### src/rtl/vesa_timing_pkg.sv
// Shared types and constants for the VESA raster timing generator:
// controller states, 1920x1080 reduced-blanking defaults, config field layout.
package vesa_timing_pkg;

    typedef enum logic [1:0] {
        ST_IDLE  = 2'd0,
        ST_RUN   = 2'd1,
        ST_DRAIN = 2'd2
    } state_t;

    localparam int DEF_H_ACTIVE = 1920;
    localparam int DEF_H_FP     = 48;
    localparam int DEF_H_SYNC   = 32;
    localparam int DEF_H_BP     = 80;
    localparam int DEF_V_ACTIVE = 1080;
    localparam int DEF_V_FP     = 3;
    localparam int DEF_V_SYNC   = 8;
    localparam int DEF_V_BP     = 20;

    // Field index inside a packed {active, fp, sync, bp} word; multiply by CNT_W for the bit offset.
    localparam int CFG_ACTIVE_FLD = 3;
    localparam int CFG_FP_FLD     = 2;
    localparam int CFG_SYNC_FLD   = 1;
    localparam int CFG_BP_FLD     = 0;

    localparam int POL_H_BIT = 0;
    localparam int POL_V_BIT = 1;

endpackage

### src/rtl/vesa_axis_decode.sv
// One axis of raster decode: active-region flag and polarity-adjusted sync window.
module vesa_axis_decode #(
    parameter int unsigned CNT_W = 12
) (
    input  logic [CNT_W-1:0] count,
    input  logic [CNT_W-1:0] active,
    input  logic [CNT_W-1:0] fp,
    input  logic [CNT_W-1:0] sync_len,
    input  logic             pol,
    output logic             in_active,
    output logic             sync
);

    logic [CNT_W+1:0] sync_start;
    logic [CNT_W+1:0] sync_end;
    logic [CNT_W+1:0] count_w;

    assign count_w    = {2'b00, count};
    assign sync_start = {2'b00, active} + {2'b00, fp};
    assign sync_end   = sync_start + {2'b00, sync_len};
    assign in_active  = (count < active);
    // pol=0 means active-low: the window flag is inverted.
    assign sync       = ((count_w >= sync_start) && (count_w < sync_end)) ^ ~pol;

endmodule

### src/rtl/vesa_timing_gen.sv
// Programmable VESA raster timing generator with frame-boundary config updates
// and a run/drain controller so frames are never truncated by en.
module vesa_timing_gen #(
    parameter int unsigned CNT_W        = 12,
    parameter int          DEF_H_ACTIVE = vesa_timing_pkg::DEF_H_ACTIVE,
    parameter int          DEF_H_FP     = vesa_timing_pkg::DEF_H_FP,
    parameter int          DEF_H_SYNC   = vesa_timing_pkg::DEF_H_SYNC,
    parameter int          DEF_H_BP     = vesa_timing_pkg::DEF_H_BP,
    parameter int          DEF_V_ACTIVE = vesa_timing_pkg::DEF_V_ACTIVE,
    parameter int          DEF_V_FP     = vesa_timing_pkg::DEF_V_FP,
    parameter int          DEF_V_SYNC   = vesa_timing_pkg::DEF_V_SYNC,
    parameter int          DEF_V_BP     = vesa_timing_pkg::DEF_V_BP,
    parameter bit          DEF_HPOL     = 1'b0,
    parameter bit          DEF_VPOL     = 1'b0
) (
    input  logic               clk,
    input  logic               rst_n,
    input  logic               en,
    input  logic               cfg_valid,
    output logic               cfg_ready,
    input  logic [4*CNT_W-1:0] cfg_h,
    input  logic [4*CNT_W-1:0] cfg_v,
    input  logic [1:0]         cfg_pol,
    output logic               cfg_err,
    output logic               hsync,
    output logic               vsync,
    output logic               de,
    output logic               frame_valid,
    output logic               sof,
    output logic               eol,
    output logic [CNT_W-1:0]   h_count,
    output logic [CNT_W-1:0]   v_count
);
    import vesa_timing_pkg::*;

    localparam logic [CNT_W-1:0] DEF_H_TOT = CNT_W'(DEF_H_ACTIVE + DEF_H_FP + DEF_H_SYNC + DEF_H_BP);
    localparam logic [CNT_W-1:0] DEF_V_TOT = CNT_W'(DEF_V_ACTIVE + DEF_V_FP + DEF_V_SYNC + DEF_V_BP);

    state_t state_q, state_d;
    logic [CNT_W-1:0] h_cnt_q, h_cnt_d, v_cnt_q, v_cnt_d;
    logic [CNT_W-1:0] h_act_q, h_act_d, h_fp_q, h_fp_d, h_sync_q, h_sync_d, h_tot_q, h_tot_d;
    logic [CNT_W-1:0] v_act_q, v_act_d, v_fp_q, v_fp_d, v_sync_q, v_sync_d, v_tot_q, v_tot_d;
    logic [1:0]       pol_q, pol_d, p_pol_q, p_pol_d;
    logic [4*CNT_W-1:0] p_h_q, p_h_d, p_v_q, p_v_d;
    logic pend_q, pend_d, cfg_err_q, cfg_err_d;
    logic hsync_q, hsync_d, vsync_q, vsync_d, de_q, de_d, fv_q, fv_d, sof_q, sof_d, eol_q, eol_d;

    logic [CNT_W+1:0] in_h_tot, in_v_tot, p_h_tot, p_v_tot;
    logic cfg_take, cfg_legal, last_pix, apply, running;
    logic h_in_act, v_in_act, h_sync_w, v_sync_w;

    function automatic logic [CNT_W-1:0] fld(input logic [4*CNT_W-1:0] w, input int idx);
        return w[idx*CNT_W +: CNT_W];
    endfunction

    function automatic logic [CNT_W+1:0] total(input logic [4*CNT_W-1:0] w);
        return {2'b00, fld(w, CFG_ACTIVE_FLD)} + {2'b00, fld(w, CFG_FP_FLD)}
             + {2'b00, fld(w, CFG_SYNC_FLD)} + {2'b00, fld(w, CFG_BP_FLD)};
    endfunction

    vesa_axis_decode #(.CNT_W(CNT_W)) u_h_dec (
        .count(h_cnt_q), .active(h_act_q), .fp(h_fp_q), .sync_len(h_sync_q),
        .pol(pol_q[POL_H_BIT]), .in_active(h_in_act), .sync(h_sync_w)
    );

    vesa_axis_decode #(.CNT_W(CNT_W)) u_v_dec (
        .count(v_cnt_q), .active(v_act_q), .fp(v_fp_q), .sync_len(v_sync_q),
        .pol(pol_q[POL_V_BIT]), .in_active(v_in_act), .sync(v_sync_w)
    );

    // Handshake: a config transfers on any cycle with cfg_valid && cfg_ready; legality is judged afterwards.
    assign cfg_ready = !pend_q;
    assign cfg_take  = cfg_valid && cfg_ready;
    assign in_h_tot  = total(cfg_h);
    assign in_v_tot  = total(cfg_v);
    assign p_h_tot   = total(p_h_q);
    assign p_v_tot   = total(p_v_q);
    assign cfg_legal = (fld(cfg_h, CFG_ACTIVE_FLD) != '0) && (fld(cfg_h, CFG_SYNC_FLD) != '0)
                    && (fld(cfg_v, CFG_ACTIVE_FLD) != '0) && (fld(cfg_v, CFG_SYNC_FLD) != '0)
                    && (in_h_tot <= {2'b00, {CNT_W{1'b1}}})
                    && (in_v_tot <= {2'b00, {CNT_W{1'b1}}});

    assign running  = (state_q != ST_IDLE);
    assign last_pix = running && (h_cnt_q == h_tot_q - CNT_W'(1)) && (v_cnt_q == v_tot_q - CNT_W'(1));
    assign apply    = pend_q && (!running || last_pix);

    always_comb begin
        state_d   = state_q;
        h_cnt_d   = h_cnt_q;
        v_cnt_d   = v_cnt_q;
        h_act_d   = h_act_q;  h_fp_d = h_fp_q;  h_sync_d = h_sync_q;  h_tot_d = h_tot_q;
        v_act_d   = v_act_q;  v_fp_d = v_fp_q;  v_sync_d = v_sync_q;  v_tot_d = v_tot_q;
        pol_d     = pol_q;
        p_h_d     = p_h_q;
        p_v_d     = p_v_q;
        p_pol_d   = p_pol_q;
        pend_d    = pend_q;
        cfg_err_d = cfg_take && !cfg_legal;

        if (cfg_take && cfg_legal) begin
            p_h_d   = cfg_h;
            p_v_d   = cfg_v;
            p_pol_d = cfg_pol;
            pend_d  = 1'b1;
        end
        if (apply) begin
            h_act_d  = fld(p_h_q, CFG_ACTIVE_FLD);
            h_fp_d   = fld(p_h_q, CFG_FP_FLD);
            h_sync_d = fld(p_h_q, CFG_SYNC_FLD);
            h_tot_d  = p_h_tot[CNT_W-1:0];
            v_act_d  = fld(p_v_q, CFG_ACTIVE_FLD);
            v_fp_d   = fld(p_v_q, CFG_FP_FLD);
            v_sync_d = fld(p_v_q, CFG_SYNC_FLD);
            v_tot_d  = p_v_tot[CNT_W-1:0];
            pol_d    = p_pol_q;
            pend_d   = 1'b0;
        end

        if (!running) begin
            h_cnt_d = '0;
            v_cnt_d = '0;
        end else if (h_cnt_q == h_tot_q - CNT_W'(1)) begin
            h_cnt_d = '0;
            v_cnt_d = (v_cnt_q == v_tot_q - CNT_W'(1)) ? '0 : v_cnt_q + CNT_W'(1);
        end else begin
            h_cnt_d = h_cnt_q + CNT_W'(1);
        end

        // Dropping en only ever ends on a frame boundary.
        case (state_q)
            ST_IDLE:  if (en) state_d = ST_RUN;
            ST_RUN:   if (!en) state_d = last_pix ? ST_IDLE : ST_DRAIN;
            ST_DRAIN: if (en) state_d = ST_RUN;
                      else if (last_pix) state_d = ST_IDLE;
            default:  state_d = ST_IDLE;
        endcase

        de_d    = running && h_in_act && v_in_act;
        fv_d    = running && v_in_act;
        sof_d   = de_d && (h_cnt_q == '0) && (v_cnt_q == '0);
        eol_d   = de_d && (h_cnt_q == h_act_q - CNT_W'(1));
        hsync_d = running ? h_sync_w : ~pol_q[POL_H_BIT];
        vsync_d = running ? v_sync_w : ~pol_q[POL_V_BIT];
    end

    always_ff @(posedge clk or negedge rst_n) begin
        if (!rst_n) begin
            state_q   <= ST_IDLE;
            h_cnt_q   <= '0;
            v_cnt_q   <= '0;
            h_act_q   <= CNT_W'(DEF_H_ACTIVE);
            h_fp_q    <= CNT_W'(DEF_H_FP);
            h_sync_q  <= CNT_W'(DEF_H_SYNC);
            h_tot_q   <= DEF_H_TOT;
            v_act_q   <= CNT_W'(DEF_V_ACTIVE);
            v_fp_q    <= CNT_W'(DEF_V_FP);
            v_sync_q  <= CNT_W'(DEF_V_SYNC);
            v_tot_q   <= DEF_V_TOT;
            pol_q     <= {DEF_VPOL, DEF_HPOL};
            p_h_q     <= '0;
            p_v_q     <= '0;
            p_pol_q   <= '0;
            pend_q    <= 1'b0;
            cfg_err_q <= 1'b0;
            hsync_q   <= ~DEF_HPOL;
            vsync_q   <= ~DEF_VPOL;
            de_q      <= 1'b0;
            fv_q      <= 1'b0;
            sof_q     <= 1'b0;
            eol_q     <= 1'b0;
        end else begin
            state_q   <= state_d;
            h_cnt_q   <= h_cnt_d;
            v_cnt_q   <= v_cnt_d;
            h_act_q   <= h_act_d;
            h_fp_q    <= h_fp_d;
            h_sync_q  <= h_sync_d;
            h_tot_q   <= h_tot_d;
            v_act_q   <= v_act_d;
            v_fp_q    <= v_fp_d;
            v_sync_q  <= v_sync_d;
            v_tot_q   <= v_tot_d;
            pol_q     <= pol_d;
            p_h_q     <= p_h_d;
            p_v_q     <= p_v_d;
            p_pol_q   <= p_pol_d;
            pend_q    <= pend_d;
            cfg_err_q <= cfg_err_d;
            hsync_q   <= hsync_d;
            vsync_q   <= vsync_d;
            de_q      <= de_d;
            fv_q      <= fv_d;
            sof_q     <= sof_d;
            eol_q     <= eol_d;
        end
    end

    assign cfg_err     = cfg_err_q;
    assign hsync       = hsync_q;
    assign vsync       = vsync_q;
    assign de          = de_q;
    assign frame_valid = fv_q;
    assign sof         = sof_q;
    assign eol         = eol_q;
    assign h_count     = h_cnt_q;
    assign v_count     = v_cnt_q;

endmodule

### config.mk
export PLATFORM = sky130hd
export DESIGN_NAME = vesa_timing_gen
export DESIGN_NICKNAME = d
export VERILOG_FILES = /design/src/rtl/vesa_timing_pkg.sv /design/src/rtl/vesa_axis_decode.sv /design/src/rtl/vesa_timing_gen.sv
export SDC_FILE = /design/constraint.sdc
export NUM_CORES = 1
export LEC_CHECK = 0
export ABC_AREA = 1
export ABC_CLOCK_PERIOD_IN_PS = 11550
export CELL_PAD_IN_SITES_DETAIL_PLACEMENT = 1
export CELL_PAD_IN_SITES_GLOBAL_PLACEMENT = 2
export CORE_ASPECT_RATIO = 2
export CORE_MARGIN = 4
export CORE_UTILIZATION = 39
export DETAILED_ROUTE_END_ITERATION = 6
export PLACE_DENSITY_LB_ADDON = 0.1
export SYNTH_ARGS = -nofsm -noshare
export SYNTH_HDL_FRONTEND = slang
export SYNTH_SLANG_ARGS = --single-unit
### constraint.sdc
create_clock -name clk -period 11.55 [get_ports clk]
set_clock_uncertainty 0.05 [all_clocks]
set_input_delay 1.155 -clock clk [delete_from_list [all_inputs] [get_ports clk]]
set_output_delay 1.155 -clock clk [all_outputs]
set_load 0.03 [all_outputs]
[After elaboration in Yosys (flattened, before gate mapping)]
Index checks and enable logic that the tools add are counted.
Operators by class
  reductions and logical operators: 33
  muxes and demuxes: 15
  $lt $le $gt $ge: 8
  add/subtract/negate cells: 21
  eq/ne operators: 9
  bitwise operators: 4
Operator list (count)
  $add 12x12->12: 6
  $mux 12: 5
  $add 14x12->14: 4
  $add 12x12->13: 4
  $reduce_bool 12->1: 4
  $eq 12x12->1: 3
  $sub 12x1->12 const B: 3
  $add 13x12->14: 2
  $ge 12x14->1: 2
  $le 14x12->1 const B: 2
  $lt 12x14->1: 2
  $add 12x1->12 const B: 2
  $logic_not 12->1: 2
  $lt 12x12->1: 2
  $logic_and 1x1->1: 19
  $mux 2: 5
  $pmux 2 s3: 1
  $mux 1: 4
  $ne 2x2->1 const B: 2
  $reduce_bool 2->1: 2
  $logic_not 1->1: 3
  $ne 3x3->1 const B: 1
  $reduce_and 3->1: 1
  $eq 2x1->1 const B: 1
  6 further kinds: 8
Storage, ports and cells
  bits in registers: 230
  word-level logic and storage cells: 113
  input bits: 102
  output and inout port bits: 32

[Longest topological paths before layout]
  depth in word-level cells: 9
  gate-level depth with buffers: 27
  depth with buffers taken out: 27

[Cells and area by module]
Synthesis repeated with hierarchy kept, for this count alone.
Second synthesis, totals
  cells, all modules: 2309
  area total of the unflattened synthesis: 18486.5 um^2
By module, submodules not included
  vesa_timing_gen: times used 1, seq. area each 5785.5 um^2, area each 14445.1 um^2, cells an instance 1708
  vesa_axis_decode (u_v_dec): times used 1, seq. area each 0.0 um^2, area each 2062.0 um^2, cells an instance 300
  vesa_axis_decode (u_h_dec): times used 1, seq. area each 0.0 um^2, area each 1979.4 um^2, cells an instance 301

[Worst setup path before layout]
No wires, ideal clock.
  path kind: input -> register
  start: in cfg_h[1]
  end: reg p_h_q[0]
  path buffers: 2
  library setup time: 0.066 ns
  stages: 20
  path slack: 7.376 ns
  data arrival time: 4.058 ns
  data required time: 11.434 ns
  cells stage by stage: inv_1 > fa_1 > fa_1 > inv_1 > ha_1 > inv_1 > fa_1 > o21ai_0 > nand2_1 > nand2_1 > nand3_1 > nand3_1 > nand2_1 > nand2_1 > nor2_2 > nand2_1 > clkbuf_1 > clkbuf_1 > nand2_1 > nand2_1
Between the ends
  word-level cells in the longest chain between the ends: 5
Ends and longest elaborated chain
  start, declared: line vesa_timing_gen.sv:21  | input logic [4*CNT_W-1:0] cfg_h,
  $add 14x12->14: line vesa_timing_gen.sv:58  | + {2'b00, fld(w, CFG_SYNC_FLD)} + {2'b00, fld(w, CFG_BP_FLD)};
  $le 14x12->1: line vesa_timing_gen.sv:80  | && (in_h_tot <= {2'b00, {CNT_W{1'b1}}})
  $logic_and 1x1->1: line vesa_timing_gen.sv:80
  $logic_and 1x1->1: line vesa_timing_gen.sv:81  | && (in_v_tot <= {2'b00, {CNT_W{1'b1}}});
  $logic_and 1x1->1: line vesa_timing_gen.sv:100  | if (cfg_take && cfg_legal) begin
  end signal, assigned: line vesa_timing_gen.sv:184  | p_h_q <= p_h_d;
  end, declared: line vesa_timing_gen.sv:44  | logic [4*CNT_W-1:0] p_h_q, p_h_d, p_v_q, p_v_d;
Every way passes these cells.
A chain may end at the register's enable or synchronous reset.

[Final worst setup path]
  start: in cfg_v[13]
  end: reg p_h_q[27]
Between the ends
  word-level cells in the longest chain between the ends: 5
  elaborated cells between the ends (all ways): 8
  classes of those cells: add/sub: 2; order compare: 1; reduce/logical: 5
Ends and longest elaborated chain
  start, declared: line vesa_timing_gen.sv:22  | input logic [4*CNT_W-1:0] cfg_v,
  $add 13x12->14 / $reduce_bool 12->1 (equally long branches): line vesa_timing_gen.sv:58, vesa_timing_gen.sv:79
  $add 14x12->14 / $logic_and 1x1->1 (equally long branches): line vesa_timing_gen.sv:58, vesa_timing_gen.sv:79
  $le 14x12->1 / $logic_and 1x1->1 (equally long branches): line vesa_timing_gen.sv:81, vesa_timing_gen.sv:80
  $logic_and 1x1->1 (*): line vesa_timing_gen.sv:81
  $logic_and 1x1->1 (*): line vesa_timing_gen.sv:100
Mark *: on every way between the ends. The rest lies on a longest branch, timed or not.

==> results by group <==
Logic synthesis
  – Post-synthesis simple-gate area fraction: between 20% and 30%
  – Synth top area cells: dfrtp_1 28%, nand2_1 13%, ha_1 12%, fa_1 10%, inv_1 6.4%
  – Complex-gate fraction of the synthesized area: roughly 7.4%
  – Yosys warning count: 0
  – Syn Nets: between 2000 and 3000
  – Area leader, netlist: dfrtp_1
  – Sequential-to-total area share from yosys stat: approximately a third
  – Asr flop ratio synth: 100%
  – Mapped Avg Cell Area: 7.93 um^2
  – Post-synthesis mux area share: 0%
  – Post-synth EDFFs: 0
  – Mapped Area: ~0.018 mm^2
  – Post-synth top area share: between 20% and 30%
  – Post-synth cell types: between 40 and 50
  – Top FF cell, synth: dfrtp_1
  – #FFs+latches synth: 230
  – Post-Synth Adder-Cell Area: approximately 22%
  – Largest family of logic cells by synthesized area: simple AND/OR/NAND/NOR gates
  – Synth Area in XOR/XNOR: 5.49%
  – Post-synthesis instance total: 2327

Final layout
  – Multi-input gate area: between 0.01 and 0.015 mm^2
  – Syn-to-layout area delta: 15.3%
  – Fin nets: between 2000 and 3000
  – Layout cell share with drive strength beyond 1: under 10%
  – Final Instance Area: ~0.021 mm^2
  – Fillcell total: a little under 6000
  – Most frequent cells in the layout: 624 x nand2_1, 314 x inv_1, 205 x dfrtp_1
  – Register Area: between 0.005 and 0.006 mm^2
  – Most common cell after layout, fill and taps aside: nand2_1

Critical path
  – Worst setup path start: cfg_v[13]
  – Reg2reg start: h_act_q[0]$_DFFE_PN0P_
  – Slowest cell delay on critical path: 0.82 ns
  – Crit-path leading delay family: buffers and inverters
  – WP data arrival: 5.75 ns
  – WS Path Type: in2reg
  – WP buf/inv: 5
  – Critical-path maximum fanout: roughly 100
  – Type of origin of the critical path: input port
  – Worst path required time: 11.95 ns
  – Worst-path cell chain: clkdlybuf4s50_1 -> inv_1 -> fa_1 -> fa_1 -> inv_1 -> ha_1 -> inv_1 -> fa_1 -> o21a_1 -> o211ai_1 -> nand2_1 -> nand3_1 -> nor2_2 -> nand2_4 -> buf_4 -> nand2_1 -> o21ai_0
  – Slowest cell on crit path: buf_4
  – Worst setup EP type: flop

GRT
  – Initial antenna violation count: 3
  – Vias in the first global route: approximately 18000
  – GR Util met2: a little over half
  – Total global-route track usage: between 20% and 30%
  – Largest net degree at the start of global routing: between 100 and 150
  – Global-route wire length before repair: just over 100000 um
  – GR Overflow Total: 0
  – GRT met1 Usage: between 20% and 30%
  – Met3 Use GR: around 1.9%
  – Gr busiest metal: met2

Flow run
  – MaxCap Viol Count: 0

Placed design
  – Gpl congestion: ~0.89
  – PortBufs: 133
  – Detailed placer's ending HPWL: about 55000 um
  – Dpl cell area: ~0.020 mm^2

Die
  – Rows: around 110
  – Die ar.: between 0.05 and 0.06 mm^2
  – Die width: approximately 160 um
  – Core area: between 0.04 and 0.05 mm^2
  – I/O pin count: between 100 and 150
  – Die H: 316 um
  – Starting Density: 39.4%

Timing
  – Relative slew slack: 17.3%
  – Post-route setup TNS: 0 ns
  – Slew at the pin closest to its max-slew limit: 1.24 ns
  – Max Freq: ~190 MHz
  – Final setup viols: 0
  – Period utilization: 46.3%
  – Final Hold Viols: 0
  – Final Critical Period: roughly 5.3 ns
  – Final-report max-slew violation count: 0
  – Unrepaired setup endpoints after global routing: false

Clock tree
  – Num CTS Buffers: 24
  – Root buf cell: clkbuf_16
  – CTS clk-pin slew, worst paths: 0.07 ns
  – Max clock buf depth: 3
  – Post-CTS Setup Bufs: 0
  – Clock sinks: between 200 and 250
  – Post-CTS Hold Fix Bufs: 0
  – H-Tree Depth: 1
  – Post-cts resize count: 0
  – CTS tree: yes
  – Worst skew pair latency: about 0.57 ns

Run status
  – Status: complete, no violations

Min path
  – Tightest Hold Check Type: reg2reg
  – Min-Delay Startpoint: h_fp_q[5]$_DFFE_PN1P_

Route
  – Final WL: 67000 um
  – Via density: around 5.3
  – Drc violations: 0
  – Per-cell routed wire length: around 22 um
  – Vias: about 16000
  – Initial drt markers: between 500 and 600
  – First-pass DRT Iterations: 4
  – Post-route ant nets: 0

Pwr
  – VDD IR max: 0.151 mV
  – Leak: around 11 nW
  – Power Dens Cells: between 300 and 400 mW/mm^2
==> path summary, 6_finish.rpt <==
path / end / slack, ns / cells after the start
worst max-delay path: p_h_q[27]$_DFFE_PN0P_ / 6.20 / 17
worst min-delay path: h_fp_q[5]$_DFFE_PN1P_ / 0.42 / 2
worst max register to register: hsync$_DFF_PN1_ / 6.76 / 25
max in group asynchronous: p_h_q[11]$_DFFE_PN0P_ / 9.27 / 2
worst min register to register: h_fp_q[5]$_DFFE_PN1P_ / 0.42 / 2
min in group asynchronous: h_sync_q[4]$_DFFE_PN0P_ / 0.54 / 1
==> per-stage QoR <==
stage	worst slack [ns]	hold WS, ns	total power, mW	instances	utilization [%]
after global routing	5.79	0.437	7.72	3081	45.5
final	6.20	0.420	6.99	3081	45.5
after floorplan	7.38	0.387	4.65	2327	-
after detailed placement	5.69	0.413	6.18	3033	43.6
after CTS	6.25	0.422	7.09	3077	45.4
after global placement	5.71	0.404	6.06	3033	43.6
==> cell families after synthesis <==
| group | after synthesis |
|---|---|
| simple gates | 1064 |
| compound gates | 257 |
| buf+inv | 390 |
| fa+ha+maj | 272 |
| xor+xnor | 114 |
| flops | 230 |
==> report_power, final <==
| group | switching, mW | total (mW) | internal, mW |
|---|---|---|---|
| Clock | 0.362 | 0.865 | 0.503 |
| Sequential | 0.436 | 1.58 | 1.14 |
| Combinational | 2.78 | 4.55 | 1.76 |
| Total | 3.58 | 6.99 | 3.41 |
==> worst reg2reg max path, stage by stage (launching register included) <==
cell and delay [ns]:
dfrtp_1 0.50, ha_1 0.29, fa_1 0.41, nand3_1 0.10, nand2_1 0.13, a31oi_1 0.24
o21ai_0 0.22, xor2_1 0.31, ha_1 0.32, a21o_1 0.21, a21oi_1 0.15, nand3_1 0.27
xnor2_1 0.22, ha_1 0.31, inv_1 0.06, nor3_1 0.20, nand2_1 0.09, nand2_1 0.13
nand2_1 0.07, nand2_1 0.06, nand3_1 0.09, nand2_1 0.09, nand2_1 0.05, nand2_1 0.05
nand2_1 0.05, nand2_1 0.08
==> Yosys cell counts (7+ instances only) <==
cell	count
nor2_1	117
o21ai_0	108
dfstp_2	24
nand3_1	120
fa_1	96
buf_4	8
nor3_1	28
a21oi_1	110
o21bai_1	9
nand2_1	625
nand4_1	134
ha_1	176
buf_2	7
inv_1	314
dfrtp_1	206
buf_1	8
xnor2_1	39
xor2_1	74
nor4_1	18
clkbuf_1	48
==> routing by layer <==
metal  up-vias  share of wire (%)
li1       7785                  -
met1      8013                 31
met2       318                 58
met3       178                2.3
met4         0                8.9
met5         -                  0
==> registers in the layout, indices dropped and copies added, names as in the netlist, 2 cells and up <==
name and count:
p_h_q 48, p_v_q 48, h_act_q 12, h_count 12, h_fp_q 12, h_sync_q 12
h_tot_q 12, v_act_q 12, v_count 12, v_fp_q 12, v_sync_q 12, v_tot_q 12
p_pol_q 2, pol_q 2, state_q 2
==> cell type report <==
cell class              instances  share of cell area (%)
multi-input cells            1707                    52.5
well taps                     627                    3.69
clock buffers                  29                    3.15
flip-flops and latches        230                    27.2
clock inverters                15                   0.870
inverters                     318                    5.61
diodes                          4                  0.0471
repair buffers                151                    6.92
No activity file was read; power rests on OpenSTA's default activity.
